### src/rtl/ifetch.sv
// Instruction fetch unit: owns the PC, issues word fetches over a
// req/gnt/rvalid handshake, buffers returned words in a small FIFO and hands
// them to decode with valid/ready. A redirect flushes the buffer and marks
// every still-pending response as stale so it is dropped on arrival.
module ifetch #(
    parameter logic [31:0] RESET_PC   = 32'h0000_0000,
    parameter int          FIFO_DEPTH = 2
) (
    input  logic        clk,
    input  logic        rst_n,
    output logic        mem_req,
    output logic [31:0] mem_addr,
    input  logic        mem_gnt,
    input  logic        mem_rvalid,
    input  logic [31:0] mem_rdata,
    output logic        instr_valid,
    input  logic        instr_ready,
    output logic [31:0] instr,
    output logic [31:0] instr_pc,
    input  logic        redirect,
    input  logic [31:0] redirect_pc
);

    localparam int CW = $clog2(FIFO_DEPTH + 1);
    localparam int PW = (FIFO_DEPTH > 1) ? $clog2(FIFO_DEPTH) : 1;
    localparam logic [CW-1:0] DEPTH_C     = CW'(FIFO_DEPTH);
    localparam logic [CW:0]   DEPTH_W     = (CW + 1)'(FIFO_DEPTH);
    localparam logic [PW-1:0] LAST_PTR    = PW'(FIFO_DEPTH - 1);
    localparam logic [31:0]   RESET_PC_AL = {RESET_PC[31:2], 2'b00};

    typedef struct packed {
        logic [31:0] word;
        logic [31:0] pc;
    } entry_t;

    entry_t        fifo_mem [FIFO_DEPTH];
    logic [PW-1:0] rd_ptr, wr_ptr;
    logic [CW-1:0] count;        // buffered entries
    logic [CW-1:0] outstanding;  // granted, response not yet seen (stale ones included)
    logic [CW-1:0] discard;      // subset of outstanding whose responses must be dropped
    logic [31:0]   pc_q;         // next fetch address
    logic [31:0]   resp_pc;      // address of the next non-stale response
    logic [31:0]   redirect_al;
    logic [CW:0]   in_use;
    logic          issue, push, pop, fifo_full;

    function automatic logic [PW-1:0] ptr_inc(input logic [PW-1:0] p);
        return (p == LAST_PTR) ? '0 : p + PW'(1);
    endfunction

    assign redirect_al = redirect_pc & 32'hFFFF_FFFC;

    // Credit: never have more fetches in flight plus buffered than slots,
    // so a returning word always has a free entry waiting for it.
    assign in_use   = {1'b0, outstanding} + {1'b0, count};
    assign mem_req  = rst_n & ~redirect & (in_use < DEPTH_W);
    assign mem_addr = pc_q;
    assign issue    = mem_req & mem_gnt;

    assign push        = mem_rvalid & ~redirect & (discard == '0);
    assign instr_valid = (count != '0);
    assign pop         = instr_valid & instr_ready & ~redirect;
    assign fifo_full   = (count == DEPTH_C);

    assign instr    = instr_valid ? fifo_mem[rd_ptr].word : '0;
    assign instr_pc = instr_valid ? fifo_mem[rd_ptr].pc   : '0;

    // PC, response tracking, FIFO pointers; redirect overrides everything.
    always_ff @(posedge clk or negedge rst_n) begin
        if (!rst_n) begin
            pc_q        <= RESET_PC_AL;
            resp_pc     <= RESET_PC_AL;
            rd_ptr      <= '0;
            wr_ptr      <= '0;
            count       <= '0;
            outstanding <= '0;
            discard     <= '0;
        end else begin
            outstanding <= outstanding + CW'(issue) - CW'(mem_rvalid);
            if (redirect) begin
                pc_q    <= redirect_al;
                resp_pc <= redirect_al;
                rd_ptr  <= '0;
                wr_ptr  <= '0;
                count   <= '0;
                // Already-stale responses are counted inside outstanding, so
                // everything still pending after this cycle's response becomes
                // stale. Stacking redirects therefore never over-counts.
                discard <= outstanding - CW'(mem_rvalid);
            end else begin
                if (issue)
                    pc_q <= pc_q + 32'd4;
                if (mem_rvalid && (discard != '0))
                    discard <= discard - CW'(1);
                if (push) begin
                    wr_ptr  <= ptr_inc(wr_ptr);
                    resp_pc <= resp_pc + 32'd4;
                end
                if (pop)
                    rd_ptr <= ptr_inc(rd_ptr);
                count <= count + CW'(push) - CW'(pop);
            end
        end
    end

    // Buffer storage; contents are only observed through the valid-gated head.
    always_ff @(posedge clk) begin
        if (push)
            fifo_mem[wr_ptr] <= '{word: mem_rdata, pc: resp_pc};
    end

    a_no_overflow: assert property (@(posedge clk) disable iff (!rst_n)
        !(push && fifo_full && !pop));

endmodule

### config.mk
export PLATFORM = sky130hd
export DESIGN_NAME = ifetch
export DESIGN_NICKNAME = d
export VERILOG_FILES = /design/src/rtl/ifetch.sv
export SDC_FILE = /design/constraint.sdc
export NUM_CORES = 1
export LEC_CHECK = 0
export ABC_AREA = 0
export CAP_MARGIN = 30
export CORE_ASPECT_RATIO = 0.5
export CORE_UTILIZATION = 45
export DETAILED_ROUTE_END_ITERATION = 12
export GPL_ROUTABILITY_DRIVEN = 0
export PLACE_DENSITY = 0.69
export RECOVER_POWER = 50
export SLEW_MARGIN = 20
export SYNTH_ARGS = -nofsm -noshare
export SYNTH_HDL_FRONTEND = slang
export SYNTH_SLANG_ARGS = --single-unit
### constraint.sdc
create_clock -name clk -period 8.9 [get_ports clk]
set_clock_uncertainty 0.2 [all_clocks]
set_input_delay 1.78 -clock clk [delete_from_list [all_inputs] [get_ports clk]]
set_output_delay 1.78 -clock clk [all_outputs]
set_load 0.01 [all_outputs]
==> impl_metrics.tcl <==
set metrics [dict create \
    drcViolationCount 0 \
    rsz0062_at_grt "false" \
    critPathKind "input port to output pin" \
    antenna_cells 0 \
    grt_pass1_wl_microns 30720 \
    setup_slack_ns 2.433 \
    arrival_ns 4.49 \
    finalNetCount 922 \
    fin_total_pwr_mw 2.418 \
    yosys-top-cells-area "edfxtp_1 44%, dfrtp_1 20%, mux2i_1 7.4%" \
    dp_hpwl_microns 12860 \
    grt_max_degree 70 \
    synth_cells 685 \
    h-tree-depth 4 \
    setup-tns-final_ns 0 \
    die_area_sq_mm 0.01952 \
    avgSynthCellArea_sq_um 12.44 \
    overflow 0 \
    viasPerCell 5.310 \
    worstPathRequired_ns 6.92 \
    grtUsageTotal 0.2049 \
    clk_pin_slew_ns 0.07 \
    routed_wl_microns 19640 \
    synth.distinct_cells 48 \
    fin_crit_ns 6.467 \
    vias 5921 \
    wl_per_cell_microns 17.62 \
    numPortBuffers 161 \
    drtIter0Drc 229 \
    ys_seq_area_frac 0.6369 \
    hold_buffers 0 \
    synth_top_flop_cell "edfxtp_1" \
    worstSetupStartpointType "input port" \
    finalSetupViolCount 0 \
    core_area_sq_mm 0.01848 \
    netlist_area_sq_mm 0.008518 \
    ctsResizeCount 0 \
    p_clk_frac 0.311 \
    slew_viol_final 67 \
    antenna_left 0 \
    grt_antenna_before_repair 0 \
    max_freq_ghz 0.1546 \
    top_level_ports 168 \
    synthToLayoutAreaGrowth_pct 28.99 \
    internal_power_mw 1.717 \
    whs_ns 0.3220 \
    synthTopCellsByCount "124 x edfxtp_1, 83 x nor2_1, 68 x dfrtp_1, 63 x mux2i_1, 55 x nand2_1" \
    clockBufferDepth 2 \
    drt-pass1-iter-count 4 \
    finalHoldViolCount 0 \
    violations "capacitance limit, slew limit" \
    fin_crit_sh 0.7266 \
    grt_pass1_vias 5832 \
    synth_top_area_cell "edfxtp_1" \
    cts.sinks 192 \
    maxSlewHeadroom -0.7228 \
    ys_async_sr_fraction 0.3542 \
    die_h_microns 99.29 \
    post_cts_buffers 0 \
    maxCapViolations 1 \
    yosys_warnings 0 \
    switching_power_mw 0.7013 \
    status "complete, but fails checks" \
    start_util 0.4609 \
    pwr-share-comb 0.227 \
    total_leakage_power_nw 3.814 \
    drive_above_1_share 0.06542 \
    rows 35 \
    hold_class "flop to flop" \
    numCtsBuffers 17 \
    irDropWorstVdd_uv 136.9 \
    worst_slew_pin_slew_ns 2.584 \
    die-width_microns 196.6 \
    switching_share 0.2900 \
    root_buffer "clkbuf_16" \
    p_seq_frac 0.462 \
    worst_skew_pair.late_latency_ns 0.43 \
    ys_ff_latch 192 \
    dp_slack_ns 3.268 \
    fillerInstances 1505 \
    powerDensity_mw_per_mm2 220.1 \
    cts_tree "done" \
    yosysMostFrequentCell "edfxtp_1" \
    synth_edf_count 124 \
    end_kind "output pin" \
    critPathMaxFanout 66 \
    netlist.area_leader.share 0.4371 \
]
[power groups by stage]
stage               registers [mW]  logic, mW  clock network [mW]
floorplan                     1.12      0.292                   0
global placement              1.13      0.547                   0
detailed placement            1.13      0.558                   0
CTS                           1.12      0.562               0.768
global route                  1.13      0.601               0.800
finish                        1.12      0.549               0.752
[critical path, cell delays in order]
cell and delay [ns]:
buf_2 0.07, clkbuf_1 1.82, nor4b_2 0.21, clkdlybuf4s50_1 0.59
[per-stage QoR]
stage / instance area (sq um) / utilization / std cells
2_1_floorplan: 8529 / - / 688
3_3_place_gp: 10360 / 0.5605 / 1080
6_report: 10990 / 0.5946 / 1115
5_1_grt: 10990 / 0.5946 / 1115
4_1_cts: 10960 / 0.5933 / 1113
3_5_place_dp: 10380 / 0.5616 / 1081
[logic make-up after synthesis]
family	Yosys count	share of synthesized area
compound gates	81	0.05963
fa+ha+maj	9	0.01410
other cells	1	0.0004402
mux	63	0.07403
xor+xnor	42	0.04318
buf+inv	49	0.02629
flops	192	0.6369
simple gates	248	0.1454
[area by class of cell]
class | count | area (sq um) | area share
Sequential cell | 192 | 5429 | 0.4941
Multi-Input combinational cell | 447 | 2899 | 0.2638
Timing Repair Buffer | 170 | 1694 | 0.1542
Clock buffer | 22 | 496.7 | 0.04521
Tap cell | 259 | 324.1 | 0.02949
Clock inverter | 10 | 88.84 | 0.008085
Inverter | 15 | 56.30 | 0.005124
[state kept, by name, summed over array words and instances, names as in the netlist]
register and count:
outstanding 2, fifo_mem 124, mem_addr 30, count 2
resp_pc 30, wr_ptr 1, discard 2, rd_ptr 1
[path summary, 6_finish.rpt]
check / from / endpoint / slack (ns) / cells past startpoint
max: redirect / mem_req / 2.43 / 4
min: resp_pc[28] / fifo_mem[1][28] / 0.32 / 0
max reg2reg: count[0] / outstanding[1] / 4.85 / 10
min reg2reg: resp_pc[28] / fifo_mem[1][28] / 0.32 / 0
max in group asynchronous: rst_n / rd_ptr / 6.04 / 3
min in group asynchronous: rst_n / mem_addr[5] / 1.56 / 2
[cells in the final DEF, fill, tap and decap left out, drive strengths merged, types with 3 or more instances in the layout]
| cell | netlist | layout |
|---|---|---|
| mux2i | 63 | 63 |
| and2 | 6 | 6 |
| xor2 | 17 | 17 |
| conb | 1 | 4 |
| o211ai | 11 | 11 |
| or3 | 3 | 3 |
| clkdlybuf4s50 | 0 | 106 |
| nand2b | 4 | 4 |
| xnor2 | 25 | 25 |
| clkinv | 0 | 4 |
| and4 | 5 | 5 |
| inv | 15 | 20 |
| a21oi | 5 | 5 |
| or4 | 3 | 3 |
| dlygate4sd3 | 0 | 53 |
| a21boi | 7 | 7 |
| clkbuf | 19 | 24 |
| nor2 | 83 | 83 |
| dfrtp | 68 | 68 |
| nand3 | 36 | 36 |
| nor3 | 10 | 10 |
| nand4 | 22 | 22 |
| nand2 | 55 | 55 |
| nor4 | 11 | 11 |
| ha | 8 | 8 |
| buf | 15 | 9 |
| o311ai | 10 | 10 |
| edfxtp | 124 | 124 |
| and3 | 7 | 7 |
| o21ai | 42 | 42 |
[per-layer routing]
layer,vias up,global-route usage,part of all wire
met2,161,0.3211,0.46
met5,-,0,0
li1,2811,-,-
met3,22,0.04713,0.050
met4,0,0.06142,0.014
met1,2927,0.2869,0.47
No activity file was read; power rests on OpenSTA's default activity.
